File: config.mk
export PLATFORM = sky130hd
export DESIGN_NAME = hat_mul_pipe
export DESIGN_NICKNAME = d
export VERILOG_FILES = /design/src/rtl/hat_mul_pipe.sv
export SDC_FILE = /design/constraint.sdc
export NUM_CORES = 1
export LEC_CHECK = 0
export ABC_AREA = 1
export BUFFER_PORTS_ARGS = -buffer_cell sky130_fd_sc_hd__buf_2
export CAP_MARGIN = 20
export CORE_MARGIN = 3
export CORE_UTILIZATION = 39
export DETAILED_ROUTE_END_ITERATION = 10
export GPL_ROUTABILITY_DRIVEN = 1
export HOLD_SLACK_MARGIN = 0.02
export PLACE_DENSITY = 0.65
export SLEW_MARGIN = 20
export SYNTH_ARGS = -nofsm -noshare
export SYNTH_HDL_FRONTEND = slang
export SYNTH_SLANG_ARGS = --single-unit
export TNS_END_PERCENT = 20
File: constraint.sdc
create_clock -name clk -period 3.7 [get_ports clk]
set_input_delay 0.37 -clock clk [delete_from_list [all_inputs] [get_ports clk]]
set_output_delay 0.37 -clock clk [all_outputs]
set_load 0.05 [all_outputs]
File: src/rtl/hat_mul_pipe.sv
// rtl/hat_mul_pipe.sv - pipelined multi-stage hat shaper with valid/ready, bypass and output counter
module hat_mul_pipe #(
    parameter int WIDTH      = 16,
    parameter int NUM_STAGES = 3,
    parameter int CNT_W      = 16
) (
    input  logic                    clk,
    input  logic                    reset,
    input  logic                    in_valid,
    output logic                    in_ready,
    input  logic [WIDTH-1:0]        in_sample,
    input  logic [4*NUM_STAGES-1:0] in_ctrl,
    input  logic                    hat_en,
    output logic                    out_valid,
    input  logic                    out_ready,
    output logic [WIDTH-1:0]        out_sample,
    output logic [CNT_W-1:0]        out_count
);

    localparam int CW = 4 * NUM_STAGES;

    // Per-stage registers; ctrl_q is pre-shifted so each stage always reads nibble 0.
    logic [WIDTH-1:0] data_q  [NUM_STAGES];
    logic [CW-1:0]    ctrl_q  [NUM_STAGES];
    logic             hen_q   [NUM_STAGES];
    logic             valid_q [NUM_STAGES];

    logic [WIDTH-1:0] st_data  [NUM_STAGES];
    logic [CW-1:0]    st_ctrl  [NUM_STAGES];
    logic             st_hen   [NUM_STAGES];
    logic             st_valid [NUM_STAGES];
    logic [WIDTH-1:0] data_d   [NUM_STAGES];

    logic [CNT_W-1:0] out_count_q;
    logic [CNT_W-1:0] out_count_d;
    logic             adv;

    function automatic logic [WIDTH-1:0] hat_stage(
        input int               typ,
        input logic [3:0]       c,
        input logic             en,
        input logic [WIDTH-1:0] d
    );
        logic       s;
        logic [1:0] h;
        s = d[WIDTH-1];
        h = d[WIDTH-2:WIDTH-3];
        if (en) begin
            case (typ)
                0: begin
                    if ((c[0] | c[1]) & c[2]) h = {s, s};
                end
                1: begin
                    if (!(c[0] & c[1] & c[2])) h[1] = s;
                end
                default: begin
                    if ((h[1] != s) && (h[0] == h[1])) begin
                        if ((c[0] ^ s) && (c[1] == c[0])) h = c[3:2];
                        else                              h = c[1:0];
                    end
                end
            endcase
        end
        return {s, h, d[WIDTH-4:0]};
    endfunction

    assign out_valid  = valid_q[NUM_STAGES-1];
    assign out_sample = data_q[NUM_STAGES-1];
    assign out_count  = out_count_q;

    // Whole pipe moves in lockstep; bubbles shift along like real samples.
    assign adv      = out_ready | ~out_valid;
    assign in_ready = adv & reset;

    always_comb begin
        st_data[0]  = in_sample;
        st_ctrl[0]  = in_ctrl;
        st_hen[0]   = hat_en;
        st_valid[0] = in_valid;
        for (int g = 1; g < NUM_STAGES; g++) begin
            st_data[g]  = data_q[g-1];
            st_ctrl[g]  = ctrl_q[g-1];
            st_hen[g]   = hen_q[g-1];
            st_valid[g] = valid_q[g-1];
        end
        for (int g = 0; g < NUM_STAGES; g++) begin
            data_d[g] = hat_stage(g % 3, st_ctrl[g][3:0], st_hen[g], st_data[g]);
        end
    end

    always_ff @(posedge clk) begin
        if (!reset) begin
            for (int g = 0; g < NUM_STAGES; g++) begin
                data_q[g]  <= '0;
                ctrl_q[g]  <= '0;
                hen_q[g]   <= 1'b0;
                valid_q[g] <= 1'b0;
            end
        end else if (adv) begin
            for (int g = 0; g < NUM_STAGES; g++) begin
                data_q[g]  <= data_d[g];
                ctrl_q[g]  <= st_ctrl[g] >> 4;
                hen_q[g]   <= st_hen[g];
                valid_q[g] <= st_valid[g];
            end
        end
    end

    always_comb begin
        out_count_d = out_count_q;
        if (out_valid && out_ready && (out_count_q != {CNT_W{1'b1}})) begin
            out_count_d = out_count_q + CNT_W'(1);
        end
    end

    always_ff @(posedge clk) begin
        if (!reset) out_count_q <= '0;
        else        out_count_q <= out_count_d;
    end

endmodule
# Word-level counts from Yosys, hierarchy flattened
# Memory sizes are Yosys's and may differ from the RTL's.
# Index checks and enable logic that the tools add are counted.
# totals
regBits	16
ram_bits	78
wordCells	57
n_memories	4
# classes
addsub	1
eq_ne	4
n_mux	23
bitwise	20
n_reduce_logical	4
# mem_list
memory	depth	width	read_ports	rd_ports_with_merged_regs	write_ports	line_no	rtl
data_q	3	16	3	0	3	23	logic [WIDTH-1:0] data_q [NUM_STAGES];
ctrl_q	3	8	2	0	3	24	logic [CW-1:0] ctrl_q [NUM_STAGES];
hen_q	3	1	2	0	3	25	logic hen_q [NUM_STAGES];
valid_q	3	1	3	0	3	26	logic valid_q [NUM_STAGES];
# op_table
operator	n
two-way mux 16 bit	3
two-way mux 8 bit	3
adder 16 x 1 -> 16 bit (second input constant)	1
!= test 16 bit (second input constant)	1
bitwise OR 1 bit	14
two-way mux 2 bit	6
two-way mux 1 bit	11
bitwise AND 1 bit	4
logical AND 1 bit	4
equality test 1 bit	2
!= test 1 bit	1
NOT 1 bit	1
bitwise XOR 1 bit	1

# Logic depth before layout (Yosys ltp)
# Gate-level depths: netlist of the first run.
# An unclocked memory read counts as a cell.
# depth
depth_word	7
mapped_depth	9
ltp_nobuf	9

# Worst setup path after synthesis of the first run
# OpenSTA, ideal clock, no wires.
# synth_timing
path_type	reg-to-reg
start	memory valid_q[2][0], in the netlist valid_q[0][2]
end	memory ctrl_q[0][0] in the netlist's numbering (enable)
setup_time_ps	854
arrival_time_ps	2245
required_ps	2846
slack_ps	601
stages_incl_launch_ff	2
period_less_slack_ps	3099
cell_sequence	edfxtp_1 nand3_1
# synth_rtl
item	line_no
start: declaration	26
end: declaration	24

==> results.md, run 1 <==
* Status: finished, final reports clean
* Largest area contributor in the netlist: edfxtp_1
* Area contributors post-synth: edfxtp_1 52%, nor2_1 9.1%, dfxtp_1 8.7%
* Fill cells at 868
* Initial DRC count at 114
* Slew Limit Headroom at 34.2%
* Final instance area at 0.00417 mm²
* Hpwl dp at 3990 µm
* Unique masters post-synth at 27
* Final Hold Fails at 0
* Delay-heaviest family, CP: buffers and inverters
* Max cap viols at 0
* Fin crit share at 52.0%
* Clock Sink Count at 80
* Ys Warns at 0
* Clock root cell: clkbuf_8
* Post-route ant nets at 0
* Critical path launch point type: primary input
* Die X at roughly 100 µm
* Syn_nets at 424
* H-tree level count at 3
* CTS max path bufs at 2
* Via/cell ratio at ~4.4
* Worst-path fanout max at 62
* Starting Density at 41.2%
* Endpoints failing setup at 0
* # port buffers at 64
* GPL Wtd Cong at 0.838
* Setup CP Type: in -> reg
* WP buf/inv at 3
* Share of flip-flops with an asynchronous set or reset at 0%
* Cell count along the critical path at 5
* Worst path slowest cell: inv_2
* Area of placed instances at 0.00397 mm²
* Worst EP arrival at 1.98 ns
* Tot GR Track Use at 12.1%
* Crit-path cells: buf_2 -> inv_1 -> a21oi_2 -> inv_2 -> nor2_1
* Leakage Power at 1.84 nW
* Area growth from synthesis to layout at 13.4%
* Clk pin slew, worst setup/hold paths at 0.09 ns
* Ant. Diodes at 0
* Clk_lat worst skew at between 0.3 and 0.4 ns
* Endpoint kind of the worst setup timing path: flop
* DR pass1 iterations at 5
* Total grt overflow at 0
* Synthesized instance count at 390
* Die ar. at 0.0106 mm²
* Post-Syn Area at ~0.0037 mm²
* Worst reg2reg path depth at 7
* WL/cell at 10.8 µm
* Vias at 2417
* Row count at 34
* Synth top area share at between 50 and 60%
* Final Max Slew Viols at 0
* Die H at around 100 µm
* Pin count of the biggest net entering global routing at 65
* CTS resizes at 0
* FMAX at 520 MHz
* Slowest stage delay, CP at around 0.74 ns
* I/O pin count at 67
* Vias in the first global route at 2247
* Post-CTS Setup Bufs at 0
* Synth Register Bits at 80
* Minimum clock period at 1.92 ns
* Core ar. at 0.00893 mm²
* Count leader, synth: nor2_1
* TritonCTS clock tree: done
* CTS buffer count at 9
* Avg Cell Area, Syn at about 9.4 µm²
* Synth Flop Type: edfxtp_1
* RSZ-0062 raised after global routing: false
* Post-Route WL at 6000 µm
* Synth cell count leaders: 89 x nor2_1, 74 x inv_1, 64 x edfxtp_1, 59 x nand2_1
* Share of cells above drive strength 1 at 22.2%
* Setup TNS Final at 0 ns
* Drt drc at 0
* Final #Nets at 474
* EDFF count, synth at 64
* Initial antenna violation count at 0
* Power per cell area at about 440 mW/mm²
* Sequential area share after synthesis at 61.0%
* Hold Crit Class: in -> reg
* Max IR drop VDD at 270 µV
* Clock skew at 0.00788 ns
* CTS Hold Bufs at 0
* Measured slew at the worst slew-check pin at about 1 ns
* First-pass GRT wire length at about 10000 µm
* CP Data Required Time at 3.75 ns
* Cell count of the worst hold path at 3
## where the power goes
group          total [W]  internal, W  leakage [nW]  switching [W]
Clock           0.000655     0.000320         0.102       0.000335
Sequential       0.00104      0.00102         0.885      0.0000163
Combinational   0.000150    0.0000424         0.855       0.000107
## final timing paths
path                        startpoint                    endpoint  slack (ns)
min                       in_sample[8]  data_q[0][8]$_SDFFCE_PN0P_        0.32
max                              reset  data_q[0][7]$_SDFFCE_PN0P_        1.78
min reg2reg  out_count[7]$_SDFFE_PN0P_   out_count[7]$_SDFFE_PN0P_        0.54
max reg2reg  out_count[0]$_SDFFE_PN0P_   out_count[4]$_SDFFE_PN0P_        1.82
## logic make-up (layout without fill, tap and decap cells)
kind of cell             count (synthesis)  after routing  synth area share (%)
AO/OA/AOI/OAI                           28             28                  5.17
XOR/XNOR                                 6              6                  1.43
adder cells (fa/ha/maj)                  1              1                 0.340
flip-flops                              80             80                  61.0
AND/OR/NAND/NOR                        175            175                  19.6
buffers and inverters                  100            155                  12.5
## final cells by class
| class | count | area (µm²) | share of cell area [%] |
|---|---|---|---|
| well taps | 108 | 135 | 3.24 |
| multi-input cells | 210 | 987 | 23.7 |
| clock inverters | 7 | 80.1 | 1.92 |
| clock buffers | 9 | 124 | 2.97 |
| repair buffers | 64 | 320 | 7.68 |
| inverters | 75 | 282 | 6.75 |
| flip-flops and latches | 80 | 2240 | 53.8 |
## placed cells by master, fill, tap and decap left out, drive strengths merged
cell type  synthesis  final
a21boi             1      1
a21oi             18     18
a311oi             1      1
buf               18     64
bufinv             0      1
clkbuf             7      9
clkinv             0      3
clkinvlp           0      1
dfxtp             16     16
edfxtp            64     64
ha                 1      1
inv               75     77
nand2             62     62
nand3             11     11
nand3b             1      1
nand4              7      7
nor2              92     92
nor3               2      2
o21ai              7      7
o21bai             1      1
xnor2              3      3
xor2               3      3
## worst reg2reg max path: stages (launching register included)
cell and delay [ns]:
dfxtp_1 0.45, ha_1 0.30, inv_1 0.08, nor2_2 0.12
nand2_2 0.09, o21ai_2 0.48, nand2_1 0.13, a21oi_2 0.16
## per-stage QoR
step / setup slack (ns) / total power, W / hold slack, ns / utilization, % / std cells
final: 1.78 / 0.00184 / 0.319 / 46.7 / 553
after global routing: 1.57 / 0.00193 / 0.324 / 46.7 / 553
after CTS: 1.75 / 0.00187 / 0.297 / 46.7 / 553
after detailed placement: 1.37 / 0.00121 / 0.528 / 44.4 / 537
after global placement: 1.40 / 0.00121 / 0.517 / 44.4 / 537
after floorplan: 0.601 / 0.00118 / 0.490 / - / 390
## flip-flops by register name, summed over array words and instances, names as in the netlist
name / cells
out_count: 16
data_q: 48
ctrl_q: 11
valid_q: 3
hen_q: 2
## routing by layer
layer / wire length (µm) / global-route usage (%) / vias up / part of all wire, %
met2: 2930 / 20.3 / 51 / 49
met1: 2790 / 15.2 / 1055 / 47
met5: 0 / 0 / - / 0
met4: 35 / 3.88 / 0 / 0.58
li1: - / - / 1307 / -
met3: 243 / 3.25 / 4 / 4.1
Note: power is estimated with default switching activity, not from simulation.
==> run 2: changes to the inputs <==
--- a/config.mk
+++ b/config.mk
@@ -13,7 +13,7 @@
 export DETAILED_ROUTE_END_ITERATION = 10
 export GPL_ROUTABILITY_DRIVEN = 1
 export HOLD_SLACK_MARGIN = 0.02
-export PLACE_DENSITY = 0.65
+export PLACE_DENSITY = 0.68
 export SLEW_MARGIN = 20
 export SYNTH_ARGS = -nofsm -noshare
 export SYNTH_HDL_FRONTEND = slang
==> constraint.sdc (replaced) <==
create_clock -name clk -period 1.68 [get_ports clk]
set_input_delay 0.168 -clock clk [delete_from_list [all_inputs] [get_ports clk]]
set_output_delay 0.168 -clock clk [all_outputs]
set_load 0.05 [all_outputs]
==> results.md, run 2 (same netlist as run 1, synthesis figures left out) <==
* TritonCTS clock tree: done
* Final instance area at 0.00429 mm²
* Endpoints failing setup at 0
* Share of cells above drive strength 1 at between 20% and 30%
* Fin crit share at 90.9%
* Sequential share of power at 58.2%
* Vias at 2472
* Tot Pwr at 0.00392 W
* WL/cell at 10.5 µm
* Die X at roughly 100 µm
* Ant. Diodes at 0
* Number of flip-flops in the largest register at 48
* Clock skew at 0.00460 ns
* Fill cells at ~840
* Setup TNS Final at 0 ns
* Clock Sink Count at 80
* Final Max Slew Viols at 0
* Vias in the first global route at 2244
* Tot GR Track Use at 12.0%
* Biggest register: data_q
* Status: finished, final reports clean
* Clk pin slew, worst setup/hold paths at 0.09 ns
* CTS max path bufs at 2
* # port buffers at between 60 and 70
* Logic pwr share at 9.1%
* Leakage Power at 1.90 nW
* Clock power frac at 32.7%
* Row count at 34
* Cell internal pwr at 0.00292 W
* Via/cell ratio at 4.38
* Minimum clock period at roughly 1.5 ns
* CP Data Required Time at 1.51 ns
* Starting Density at about two fifths
* Die H at about 100 µm
* Placed Cells at 548
* First-pass GRT wire length at 9880 µm
* Max IR drop VDD at 408 µV
* Hpwl dp at 4160 µm
* Area growth from synthesis to layout at 16.7%
* DR pass1 iterations at 4
* I/O pin count at 67
* Initial antenna violation count at 0
* Post-Layout Cell Count at 564
* Critical path launch point type: flop
* H-tree level count at 3
* Measured slew at the worst slew-check pin at 0.349 ns
* Post-route ant nets at 0
* FMAX at ~660 MHz
* Post-Route WL at 5950 µm
* Power per cell area at roughly 900 mW/mm²
* Worst EP arrival at 1.36 ns
* Endpoint kind of the worst setup timing path: output pin
* GPL Wtd Cong at 0.810
* Post-layout util at 48.0%
* CTS buffer count at 9
* Drt drc at 0
* Setup CP Type: reg -> out
* Sw frac at ~26%
* Total grt overflow at 0
* Core ar. at slightly below 0.009 mm²
* Pin count of the biggest net entering global routing at 34
* Final Hold Fails at 0
* Max cap viols at 0
* Initial DRC count at 72
* Final #Nets at roughly 490
* Hold Crit Class: in -> reg
* Most common cell after layout, fill and taps aside: nor2_1
* NetSw at 0.00100 W
* Die ar. at 0.0106 mm²
* Clock root cell: clkbuf_8
* Slew Limit Headroom at 76.7%
* Clk_lat worst skew at 0.33 ns
* Area of placed instances at 0.00411 mm²
* Commonest cells after routing, fill and taps aside: 89 x nor2_1, 74 x inv_1, 64 x edfxtp_1, 64 x buf_2, 59 x nand2_1
* RSZ-0062 raised after global routing: false
* Worst-path fanout max at 4
[run 2: final timing paths]
path,slack (ns),depth (start not counted),to,startpoint
hold reg to reg,0.53,2,out_count[1]$_SDFFE_PN0P_,out_count[1]$_SDFFE_PN0P_
setup reg to reg,0.20,8,out_count[15]$_SDFFE_PN0P_,out_count[1]$_SDFFE_PN0P_
setup / recovery,0.15,2,in_ready,valid_q[0][2]$_SDFFCE_PN0P_
hold / removal,0.12,3,ctrl_q[0][4]$_SDFFCE_PN0P_,in_ctrl[8]
[run 2: power groups by stage]
stage	Combinational, W	Clock [W]	Sequential [W]
2_1_floorplan	0.000272	0	0.00233
3_3_place_gp	0.000352	0	0.00232
3_5_place_dp	0.000360	0	0.00233
4_1_cts	0.000362	0.00133	0.00228
5_1_grt	0.000396	0.00142	0.00229
6_report	0.000356	0.00128	0.00228
[run 2: worst max-delay path, stage by stage (launching register included)]
cell      delay [ns]
edfxtp_1        0.50
a21oi_4         0.23
buf_2           0.29
[run 2: what timing repair did]
| item | CTS | global route |
|---|---|---|
| hold buffers | 0 | 0 |
| gates resized for setup | 0 | 1 |
| setup endpoints to repair | 0 | 3 |
| setup buffers | 0 | 0 |
[run 2: metal layers]
layer | GRT usage, % | wire (µm)
met3 | 2.91 | 275
met4 | 5.28 | 57
met1 | 14.8 | 2800
met2 | 20.0 | 2820
met5 | 0 | 0
[run 2: per-stage QoR]
step | hold slack (ns) | setup WS, ns
3_3_place_gp | 0.461 | 0.173
3_5_place_dp | 0.466 | 0.142
6_report | 0.117 | 0.154
5_1_grt | 0.105 | 0.0252
4_1_cts | 0.103 | 0.125
2_1_floorplan | 0.281 | -0.135
[run 2: layout make-up]
cell class                 instances  area, µm²  area share (%)
timing repair buffer              75        453            10.6
tap                              108        135            3.15
sequential                        80       2240            52.3
inverter                          75        282            6.56
multi-input combinational        210        997            23.2
clock buffer                      10        128            2.97
clock inverter                     6       52.6            1.22
==> run 3: changes to the inputs <==
--- a/config.mk
+++ b/config.mk
@@ -8,12 +8,14 @@
 export ABC_AREA = 1
 export BUFFER_PORTS_ARGS = -buffer_cell sky130_fd_sc_hd__buf_2
 export CAP_MARGIN = 20
+export CELL_PAD_IN_SITES_DETAIL_PLACEMENT = 1
+export CELL_PAD_IN_SITES_GLOBAL_PLACEMENT = 2
 export CORE_MARGIN = 3
-export CORE_UTILIZATION = 39
+export CORE_UTILIZATION = 31
 export DETAILED_ROUTE_END_ITERATION = 10
 export GPL_ROUTABILITY_DRIVEN = 1
 export HOLD_SLACK_MARGIN = 0.02
-export PLACE_DENSITY = 0.68
+export PLACE_DENSITY = 0.82
 export SLEW_MARGIN = 20
 export SYNTH_ARGS = -nofsm -noshare
 export SYNTH_HDL_FRONTEND = slang
==> results.md, run 3 (same netlist as run 1, synthesis figures left out) <==
* Die ar. at 0.0132 mm²
* Setup CP Type: reg -> out
* Measured slew at the worst slew-check pin at 0.400 ns
* Worst path slowest cell: edfxtp_1
* Pin count of the biggest net entering global routing at 65
* Most common cell after layout, fill and taps aside: nor2_1
* TritonCTS clock tree: done
* Placed Cells at slightly below 600
* Die X at 115 µm
* Tot Pwr at 0.00461 W
* Core ar. at 0.0115 mm²
* Max cap viols at 0
* Power per cell area at 1030 mW/mm²
* I/O pin count at 67
* Number of flip-flops in the largest register at 48
* Worst-path fanout max at 4
* Final setup margin at 0.156 ns
* Vias at 2622
* Worst hold start: in_ctrl[4]
* Setup WS pre-CTS at 0.152 ns
* Worst reg2reg path depth at 8
* Endpoint kind of the worst setup timing path: output pin
* Final #Nets at 488
* Post-route ant nets at 0
* Crit-path cells: a21oi_4 -> buf_2
* Final Max Slew Viols at 0
* Vias in the first global route at 2748
* Critical path launch point type: flop
* Area growth from synthesis to layout at 21.4%
* Slew Limit Headroom at between 70% and 80%
* Commonest cells after routing, fill and taps aside: 89 x nor2_1, 74 x inv_1, 64 x edfxtp_1, 64 x buf_2, 59 x nand2_1
* Status: finished, final reports clean
* R2R setup slack at 0.16 ns
* Delay-heaviest family, CP: flip-flops
* Clk_lat worst skew at 0.34 ns
* WL/cell at 12.4 µm
* RSZ-0062 raised after global routing: true
* Clock root cell: clkbuf_16
* Endpoints failing setup at 0
* GPL Wtd Cong at 0.760
* WP buf/inv at 1
* Initial DRC count at 104
* Starting Density at 31.9%
* H-tree level count at 3
* Max IR drop VDD at 427 µV
* Hpwl dp at 5280 µm
* FMAX at ~660 MHz
* Post-Route WL at about 7400 µm
* Leakage Power at slightly below 2 nW
* CTS Hold Bufs at 0
* Worst EP arrival at 1.36 ns
* RR Endpoint: out_count[3]$_SDFFE_PN0P_
* CTS buffer count at 9
* Setup TNS Final at 0 ns
* Clk pin slew, worst setup/hold paths at 0.06 ns
* Tot GR Track Use at 12.2%
* Post-Layout Cell Count at 602
* Biggest register: data_q
* Cell count of the worst hold path at 3
* Ant. Diodes at 0
* CTS max path bufs at 2
* Hold Path End: ctrl_q[0][0]$_SDFFCE_PN0P_
* First-pass GRT wire length at 12800 µm
* Clock Sink Count at 80
* Total grt overflow at 0
* Clock skew at about 0.0054 ns
* Final Hold Fails at 0
* Reg-to-Reg Start: out_count[1]$_SDFFE_PN0P_
* Die H at about 110 µm
* DR pass1 iterations at 4
* # port buffers at 64
* Row count at 39
* Slowest stage delay, CP at 0.49 ns
* CP Data Required Time at approximately 1.5 ns
* Share of cells above drive strength 1 at between 20% and 30%
* Minimum clock period at ~1.5 ns
* Initial antenna violation count at 0
* Via/cell ratio at 4.36
* Fin crit share at 90.7%
* Drt drc at 0
* Hold Crit Class: in -> reg
## run 3: changes by cell type in the layout (fill, tap and decap cells not counted), sizes merged
cell      before  now
buf           75   78
bufinv         0    1
clkinv         2    3
clkinvlp       2    1
inv           77   76
## run 3: routing by layer
layer / track usage, % / vias to the layer above / routed length (µm)
li1: - / 1328 / -
met1: 15.3 / 1229 / 3410
met2: 20.4 / 54 / 3600
met3: 2.16 / 11 / 269
met4: 5.87 / 0 / 163
met5: 0 / - / 0
## run 3: worst max path at each step
| stage | startpoint | to | slack [ns] | depth (start not counted) |
|---|---|---|---|---|
| finish | valid_q[0][2]$_SDFFCE_PN0P_ | in_ready | 0.16 | 2 |
| floorplan | valid_q[0][2]$_SDFFCE_PN0P_ | ctrl_q[0][0]$_SDFFCE_PN0P_ | -0.13 | 1 |
| global route | out_count[1]$_SDFFE_PN0P_ | out_count[13]$_SDFFE_PN0P_ | -0.005 | 8 |
| detailed placement | out_count[1]$_SDFFE_PN0P_ | out_count[15]$_SDFFE_PN0P_ | 0.15 | 9 |
| global placement | out_count[1]$_SDFFE_PN0P_ | out_count[15]$_SDFFE_PN0P_ | 0.15 | 9 |
| CTS | valid_q[0][2]$_SDFFCE_PN0P_ | in_ready | 0.13 | 2 |
## run 3: area by class of cell
type / instances / area, µm²
repair buffers: 78 / 463
fillers: 1361 / 7050
clock buffers: 10 / 229
well taps: 143 / 179
flip-flops and latches: 80 / 2240
multi-input cells: 210 / 1000
inverters: 75 / 282
clock inverters: 6 / 68.8
## run 3: power by group
part / internal (W) / switching, W / leakage (nW)
logic: 0.000109 / 0.000250 / 0.943
clock network: 0.00116 / 0.000800 / 0.143
registers: 0.00225 / 0.0000375 / 0.886
total: 0.00352 / 0.00109 / 1.97
## run 3: worst register-to-register path: stages (launching register included)
cell     delay, ns
dfxtp_2       0.35
ha_1          0.22
inv_1         0.08
nor2_2        0.04
nand2_2       0.09
nor2_1        0.08
nor2_4        0.32
nand2_1       0.14
a21oi_2       0.15
## run 3: stage by stage
step | instance area (µm²) | hold slack, ns | utilization, %
floorplan | 3700 | 0.281 | -
global placement | 4160 | 0.460 | 36.1
detailed placement | 4160 | 0.472 | 36.1
CTS | 4460 | 0.120 | 38.7
global route | 4470 | 0.133 | 38.8
finish | 4470 | 0.128 | 38.8
## run 3: repair_timing
action | in CTS | in global routing
buffers inserted | 0 | 0
endpoints found under the setup margin | 0 | 1
gates resized for setup | 0 | 1
